==> src/rtl/sar_search_4bit.sv <==
// sar_search_4bit
// Successive-approximation search over a compare-only path. The block drives a
// trial value onto the B input of an external magnitude comparator, waits for
// the comparator to settle, samples its gt/eq/lt flags and narrows the search
// one bit per trial until the hidden A operand is recovered.
//
// Ports
//   clk      rising-edge clock
//   rst      asynchronous, active-high reset
//   start    request a new search (accepted only while idle)
//   guess    trial value to the comparator B input
//   cmp_gt   comparator A > B
//   cmp_eq   comparator A == B
//   cmp_lt   comparator A < B
//   busy     search in progress
//   done     one-cycle pulse, result/error valid
//   result   recovered value, held until the next accepted start
//   error    flags were not one-hot when sampled, held until the next start
//
// state   | meaning
// --------+-----------------------------------------------------------
// S_IDLE  | waiting for start; guess/result/error hold their last values
// S_TRIAL | guess held stable, settle counter running, flags sampled at
//         | terminal count
// S_DONE  | one-cycle done pulse, then back to S_IDLE

module sar_search_4bit #(
    parameter int WIDTH       = 4,
    parameter int WAIT_CYCLES = 1
) (
    input  logic             clk,
    input  logic             rst,
    input  logic             start,
    output logic [WIDTH-1:0] guess,
    input  logic             cmp_gt,
    input  logic             cmp_eq,
    input  logic             cmp_lt,
    output logic             busy,
    output logic             done,
    output logic [WIDTH-1:0] result,
    output logic             error
);

    localparam int BIT_W = (WIDTH > 1) ? $clog2(WIDTH) : 1;
    localparam int CNT_W = (WAIT_CYCLES > 0) ? $clog2(WAIT_CYCLES + 1) : 1;

    localparam logic [BIT_W-1:0] BIT_TOP   = BIT_W'(WIDTH - 1);
    localparam logic [CNT_W-1:0] CNT_TC    = CNT_W'(WAIT_CYCLES);
    localparam logic [WIDTH-1:0] GUESS_TOP = WIDTH'(1) << (WIDTH - 1);

    typedef enum logic [1:0] {
        S_IDLE  = 2'd0,
        S_TRIAL = 2'd1,
        S_DONE  = 2'd2
    } state_t;

    state_t           state, state_nxt;
    logic [BIT_W-1:0] bit_idx, bit_idx_nxt;
    logic [WIDTH-1:0] acc, acc_nxt;
    logic [WIDTH-1:0] guess_nxt;
    logic [CNT_W-1:0] cnt, cnt_nxt;
    logic [WIDTH-1:0] result_nxt;
    logic             error_nxt;
    logic [WIDTH-1:0] acc_upd;
    logic             flags_onehot;

    // Exactly one of three bits set: odd parity rules out 0 and 2 set,
    // and the AND term rules out all three.
    assign flags_onehot = (cmp_gt ^ cmp_eq ^ cmp_lt) & ~(cmp_gt & cmp_eq & cmp_lt);

    always_ff @(posedge clk or posedge rst) begin
        if (rst) begin
            state   <= S_IDLE;
            bit_idx <= '0;
            acc     <= '0;
            guess   <= '0;
            cnt     <= '0;
            result  <= '0;
            error   <= 1'b0;
        end else begin
            state   <= state_nxt;
            bit_idx <= bit_idx_nxt;
            acc     <= acc_nxt;
            guess   <= guess_nxt;
            cnt     <= cnt_nxt;
            result  <= result_nxt;
            error   <= error_nxt;
        end
    end

    always_comb begin
        state_nxt   = state;
        bit_idx_nxt = bit_idx;
        acc_nxt     = acc;
        guess_nxt   = guess;
        cnt_nxt     = cnt;
        result_nxt  = result;
        error_nxt   = error;
        // A gt answer means the trial bit belongs in the target; since guess
        // is acc with the trial bit set, keeping it is just taking guess.
        acc_upd     = cmp_gt ? guess : acc;
        busy        = 1'b0;
        done        = 1'b0;

        case (state)
            S_IDLE: begin
                if (start) begin
                    bit_idx_nxt = BIT_TOP;
                    acc_nxt     = '0;
                    guess_nxt   = GUESS_TOP;
                    cnt_nxt     = '0;
                    result_nxt  = '0;
                    error_nxt   = 1'b0;
                    state_nxt   = S_TRIAL;
                end
            end

            S_TRIAL: begin
                busy = 1'b1;
                if (cnt == CNT_TC) begin
                    if (!flags_onehot) begin
                        error_nxt  = 1'b1;
                        result_nxt = '0;
                        state_nxt  = S_DONE;
                    end else if (cmp_eq) begin
                        result_nxt = guess;
                        state_nxt  = S_DONE;
                    end else begin
                        acc_nxt = acc_upd;
                        if (bit_idx == '0) begin
                            result_nxt = acc_upd;
                            state_nxt  = S_DONE;
                        end else begin
                            bit_idx_nxt = bit_idx - 1'b1;
                            guess_nxt   = acc_upd | (WIDTH'(1) << (bit_idx - 1'b1));
                            cnt_nxt     = '0;
                        end
                    end
                end else begin
                    cnt_nxt = cnt + 1'b1;
                end
            end

            S_DONE: begin
                done      = 1'b1;
                state_nxt = S_IDLE;
            end

            default: begin
                state_nxt = S_IDLE;
            end
        endcase
    end

endmodule

==> config.mk <==
export PLATFORM = sky130hd
export DESIGN_NAME = sar_search_4bit
export DESIGN_NICKNAME = d
export VERILOG_FILES = /design/src/rtl/sar_search_4bit.sv
export SDC_FILE = /design/constraint.sdc
export NUM_CORES = 1
export LEC_CHECK = 0
export ABC_AREA = 0
export CAP_MARGIN = 10
export CORE_ASPECT_RATIO = 1.2
export CORE_MARGIN = 2
export CORE_UTILIZATION = 54
export DETAILED_ROUTE_END_ITERATION = 7
export PLACE_DENSITY = 0.8
export SETUP_SLACK_MARGIN = 0.5
export SYNTH_ARGS = -nofsm -noshare
export SYNTH_HDL_FRONTEND = slang
export SYNTH_SLANG_ARGS = --single-unit
==> constraint.sdc <==
create_clock -name clk -period 4.4 [get_ports clk]
set_input_delay 1.32 -clock clk [delete_from_list [all_inputs] [get_ports clk]]
set_output_delay 1.32 -clock clk [all_outputs]
set_load 0.02 [all_outputs]
# After elaboration in Yosys (flattened, before gate mapping)
# Cells that the tools add are included.
# W data, S select, Z words.
word_totals:
  reg_bits: 18
  elab_cells: 75
classes:
  addsub: 2
  n_eq_ne: 9
  shifts: 1
  muxes: 40
  n_bitwise: 7
  n_reduce_logical: 9
op_table:
  columns: ["operator", "n"]
  rows:
  - ["$mux W4", 14]
  - ["$pmux W4 S2", 3]
  - ["$mux W2", 10]
  - ["$ne A2 B2 Y1 const B", 6]
  - ["$mux W1", 9]
  - ["$pmux W2 S2", 2]
  - ["$reduce_and A4 Y1", 2]
  - ["$reduce_and A6 Y1", 1]
  - ["$reduce_and A5 Y1", 1]
  - ["$logic_not A2 Y1", 2]
  - ["$ne A4 B4 Y1 const B", 1]
  - ["$or A4 B4 Y4", 1]
  - ["$pmux W1 S2", 2]
  - ["$shl A1 B2 Y4 const A", 1]
  - ["$and A1 B1 Y1", 3]
  - ["$reduce_and A3 Y1", 1]
  - ["$eq A2 B1 Y1 const B", 1]
  - ["$eq A2 B2 Y1 const B", 1]
  - ["$reduce_and A2 Y1", 1]
  - ["$reduce_bool A2 Y1", 1]
  - ["$sub A2 B1 Y2 const B", 1]
  - ["$xor A1 B1 Y1", 2]
  - ["$add A1 B1 Y1 const B", 1]
  - ["$not A1 Y1", 1]

# Depth between registers and ports, before layout
logic_depth:
  word_depth: 8
  depth_mapped: 6
  depth_no_buf: 6

# Worst setup path before layout
# OpenSTA, ideal clock, no wires.
synth_path:
  path_kind: "in2reg"
  startpoint: "input cmp_gt"
  endpoint: "register guess[0]"
  t_arrival_ps: 2626
  setup_slack_ps: 1642
  cell_stages: 5
  path_buffers: 0
  path_cell_list: "ha_1 > nor3b_2 > o21ai_0 > a221o_1 > o2bb2ai_1"
synth_via:
  elab_chain_cells: 7
synth_lines:
  columns: ["element", "line_no", "source"]
  rows:
  - ["start: declaration", "35", "input logic cmp_gt,"]
  - ["$mux W4", "101", "acc_upd = cmp_gt ? guess : acc;"]
  - ["$or A4 B4 Y4", "135", "guess_nxt = acc_upd | (WIDTH'(1) << (bit_idx - 1'b1));"]
  - ["$mux W4", "130", "if (bit_idx == '0) begin"]
  - ["$mux W4", "125", "end else if (cmp_eq) begin"]
  - ["$mux W4", "121", "if (!flags_onehot) begin"]
  - ["$mux W4", "120", "if (cnt == CNT_TC) begin"]
  - ["$pmux W4 S2", "105", "case (state)"]
  - ["end signal: assignment", "84", "guess <= guess_nxt;"]
  - ["end: declaration", "34", "output logic [WIDTH-1:0] guess,"]
# Several ways; a longest one is shown, not always the timed one. The select of a mux whose other input is x is not followed.
# A chain may end at the register's enable or synchronous reset.

# Worst setup path after layout
layout_path:
  startpoint: "input cmp_eq"
  endpoint: "register guess[2]"
layout_via:
  elab_chain_cells: 6
layout_lines:
  columns: ["element", "line_no", "source"]
  rows:
  - ["start: declaration", "36", "input logic cmp_eq,"]
  - ["$and A1 B1 Y1 (2 in a row)", "69", "assign flags_onehot = (cmp_gt ^ cmp_eq ^ cmp_lt) & ~(cmp_gt & cmp_eq & cmp_lt);"]
  - ["$not A1 Y1", "69", null]
  - ["$and A1 B1 Y1", "69", null]
  - ["$ne A2 B2 Y1 (no line)", null, null]
  - ["$reduce_and A6 Y1 (no line) (*)", null, null]
# Mark *: on every way between the ends. The rest lies on a longest branch, timed or not.

==> results.yml <==
finish:
  syn2layout_area_growth_pct: 20.7
  n_fill_cell: 121
  drive_gt1_share_pct: 8.08
  layout.nets: 111
  n_antenna_cell: 0
synthesis:
  synth_fp_nets: 92
  ys_seq_elements: 18
  yosysWarnings: 0
  synth.mux.area_fraction_pct: 6.46
  synth_top_area_share_pct: 47.4
  synth_top_cell_by_area: "dfrtp_1"
  synth.area.top_cells: "dfrtp_1 47%, ha_1 6.6%, o2bb2ai_1 6.5%"
  yosys.area_share.adder_pct: 6.59
  synth-xor-area-share_pct: 0
  yosysSeqAreaShare_pct: 47.4
  yosys.area_share.simple_pct: 12.0
  netlist_area_sq_um: 950
  postSynthAreaPerCell_sq_um: 11.7
  synth_compound_area_share_pct: 22.8
  synth_top_family_by_area: "compound AO/OA/AOI/OAI gates"
  synth_cell_types: 30
  synth_cells: 81
placement:
  numPortBuffers: 16
  preCtsSetupSlack_ps: 878
  gp_congestion: 0.799
  dp_hpwl_um: 1340
sta:
  setup_ws_ps: 1080
  final-hold-violation-count: 0
  finalSetupViolations: 0
  rsz0062_at_grt: "false"
  slew_headroom_pct: 55.4
  layout_min_cycle_time_ps: 3320
  finalClockSkew_ps: 10.4
  report.final.slew_viol_count: 0
  tns_ps: 0
  min_period_over_period_pct: 75.3
  fmax_ghz: 0.302
  tightestPinTransition_ps: 668
floorplan:
  dieHeight_um: 49.9
  rows: 16
  boundaryPins: 17
  start_util_pct: 57.9
  dieArea_sq_um: 2110
  coreArea_sq_um: 1640
  die_x_um: 42.3
power_and_ir_drop:
  power_switching_uw: 258
  leakagePower_nw: 0.513
  p_clk_share_pct: 15.9
  p_int_uw: 387
  seqPwrFrac_pct: 40.2
  power_frac_comb_pct: 44.0
  sw_frac_of_total_pct: 40.0
  power_density_nw_per_um2: 563
  irDropWorstVdd_mv: 0.330
clock_tree:
  clockBufferDepth: 2
  cts_setup_buffers: 0
  cts_hold_buffers: 0
  cts_num_sinks: 18
  insertion_delay_ps: 300
  path_clk_slew_ps: 90
  cts_tree: "yes"
  cts-root-buf: "clkbuf_4"
  cts_buffers: 3
  ctsResizeCount: 0
  cts_htree_levels: 1
worst_setup_path:
  crit_path_max_fanout: 6
  cp-end-kind: "flip-flop"
  critPathArrivalTime_ps: 3480
  critPathKind: "input pin to flip-flop"
  worstPathRequired_ps: 4570
  cp-start-kind: "input pin"
route:
  routed_wl_um: 1940
  num_vias: 737
  routedWlPerCell_um: 16.6
  vias_per_cell: 6.30
  postRouteAntennaNets: 0
  drc_errors: 0
  drt_first_pass_iters: 4
  drtIter0Drc: 15
run_status:
  outcome: "completed"
min_path:
  hold_class: "flip-flop to flip-flop"
global_routing:
  antenna_found_initial: 0
  grt_max_degree: 19
  grt_first_pass_wirelength_um: 3190
  grt_usage_pct: 19.9
  gr-total-overflow: 0
  grt_pass1_vias: 718
flow_run:
  max_cap_violations: 0
-- cells in the mapped netlist --
cell / instances
dfrtp_1: 18
o2bb2ai_1: 7
a21oi_1: 6
inv_1: 6
ha_1: 5
mux2i_1: 5
nor2_1: 5
a22o_1: 4
and2b_1: 2
buf_6: 2
nor3_1: 2
a21o_1: 1
a221o_1: 1
a2bb2oi_1: 1
a311oi_1: 1
and3_1: 1
mux2_2: 1
nand2b_1: 1
nor2b_1: 1
nor3b_2: 1
nor4_4: 1
o2111a_1: 1
o2111ai_1: 1
o21ai_0: 1
o21ai_1: 1
o221ai_1: 1
o22a_1: 1
o31ai_1: 1
or2_1: 1
or3_4: 1
-- logic make-up after synthesis --
logic type,after synthesis
AO/OA/AOI/OAI,28
flip-flops,18
AND/OR/NAND/NOR,16
buffers and inverters,8
multiplexers,6
adder cells (fa/ha/maj),5
-- worst max-delay path, stage by stage --
cell	delay, ps
clkdlybuf4s50_1	640
ha_1	310
nor3b_2	330
o21ai_0	260
a221o_1	470
o2bb2ai_1	150
-- power by group through the flow --
stage / clock network (mW) / logic (mW) / registers [mW]
after detailed placement: 0 / 0.281 / 0.261
after global placement: 0 / 0.277 / 0.257
after floorplan: 0 / 0.197 / 0.264
after global routing: 0.109 / 0.310 / 0.267
after CTS: 0.103 / 0.284 / 0.258
final: 0.102 / 0.284 / 0.259
-- layout by cell type, fill, tap and decap left out, drive strengths merged, types with 2 or more instances in the layout --
cell,n
dfrtp,18
clkdlybuf4s50,16
o2bb2ai,7
inv,6
a21oi,6
mux2i,5
nor2,5
ha,5
a22o,4
clkbuf,4
and2b,2
nor3,2
o21ai,2
-- metal layers --
metal,vias up,wire length [um],track usage [%]
met5,-,0,0
met4,0,31,9.38
met3,6,103,2.20
met2,32,895,32.1
met1,358,909,26.5
li1,341,-,-
-- state kept, by name, summed over array words and instances, names as in the netlist --
register and count:
acc 4, bit_idx 2, cnt 1, error 1, guess 4, result 4
state 2
-- stage by stage --
step                hold WS [ps]  cell area, sq um  total power [mW]  utilization [%]  instances
floorplan                    475               950             0.461                -         81
CTS                          500              1150             0.645             69.8        117
global route                 512              1150             0.686             69.8        117
global placement             471              1110             0.534             67.6        113
detailed placement           473              1110             0.541             67.6        113
finish                       495              1150             0.645             69.8        117
-- worst paths after layout --
check                                             from                    end  depth (start not counted)  slack, ps
worst min-delay path             result[2]$_DFFE_PP0P_  result[2]$_DFFE_PP0P_                          1        490
worst max register to register  bit_idx[0]$_DFFE_PP0P_   guess[2]$_DFFE_PP0P_                          6       2480
worst min register to register   result[2]$_DFFE_PP0P_  result[2]$_DFFE_PP0P_                          1        490
worst max-delay path                            cmp_eq   guess[2]$_DFFE_PP0P_                          6       1080
max in group asynchronous                          rst     acc[0]$_DFFE_PP0P_                          2       2560
min in group asynchronous                          rst   state[0]$_DFFE_PP0P_                          2       1410
-- layout make-up --
class | count | area, sq um | area share (%)
Timing Repair Buffer | 16 | 160 | 14.0
Inverter | 6 | 22.5 | 1.97
Clock buffer | 4 | 36.3 | 3.17
Tap cell | 18 | 22.5 | 1.97
Sequential cell | 18 | 450 | 39.3
Multi-Input combinational cell | 55 | 454 | 39.6
Note: power is estimated with default switching activity, not from simulation.
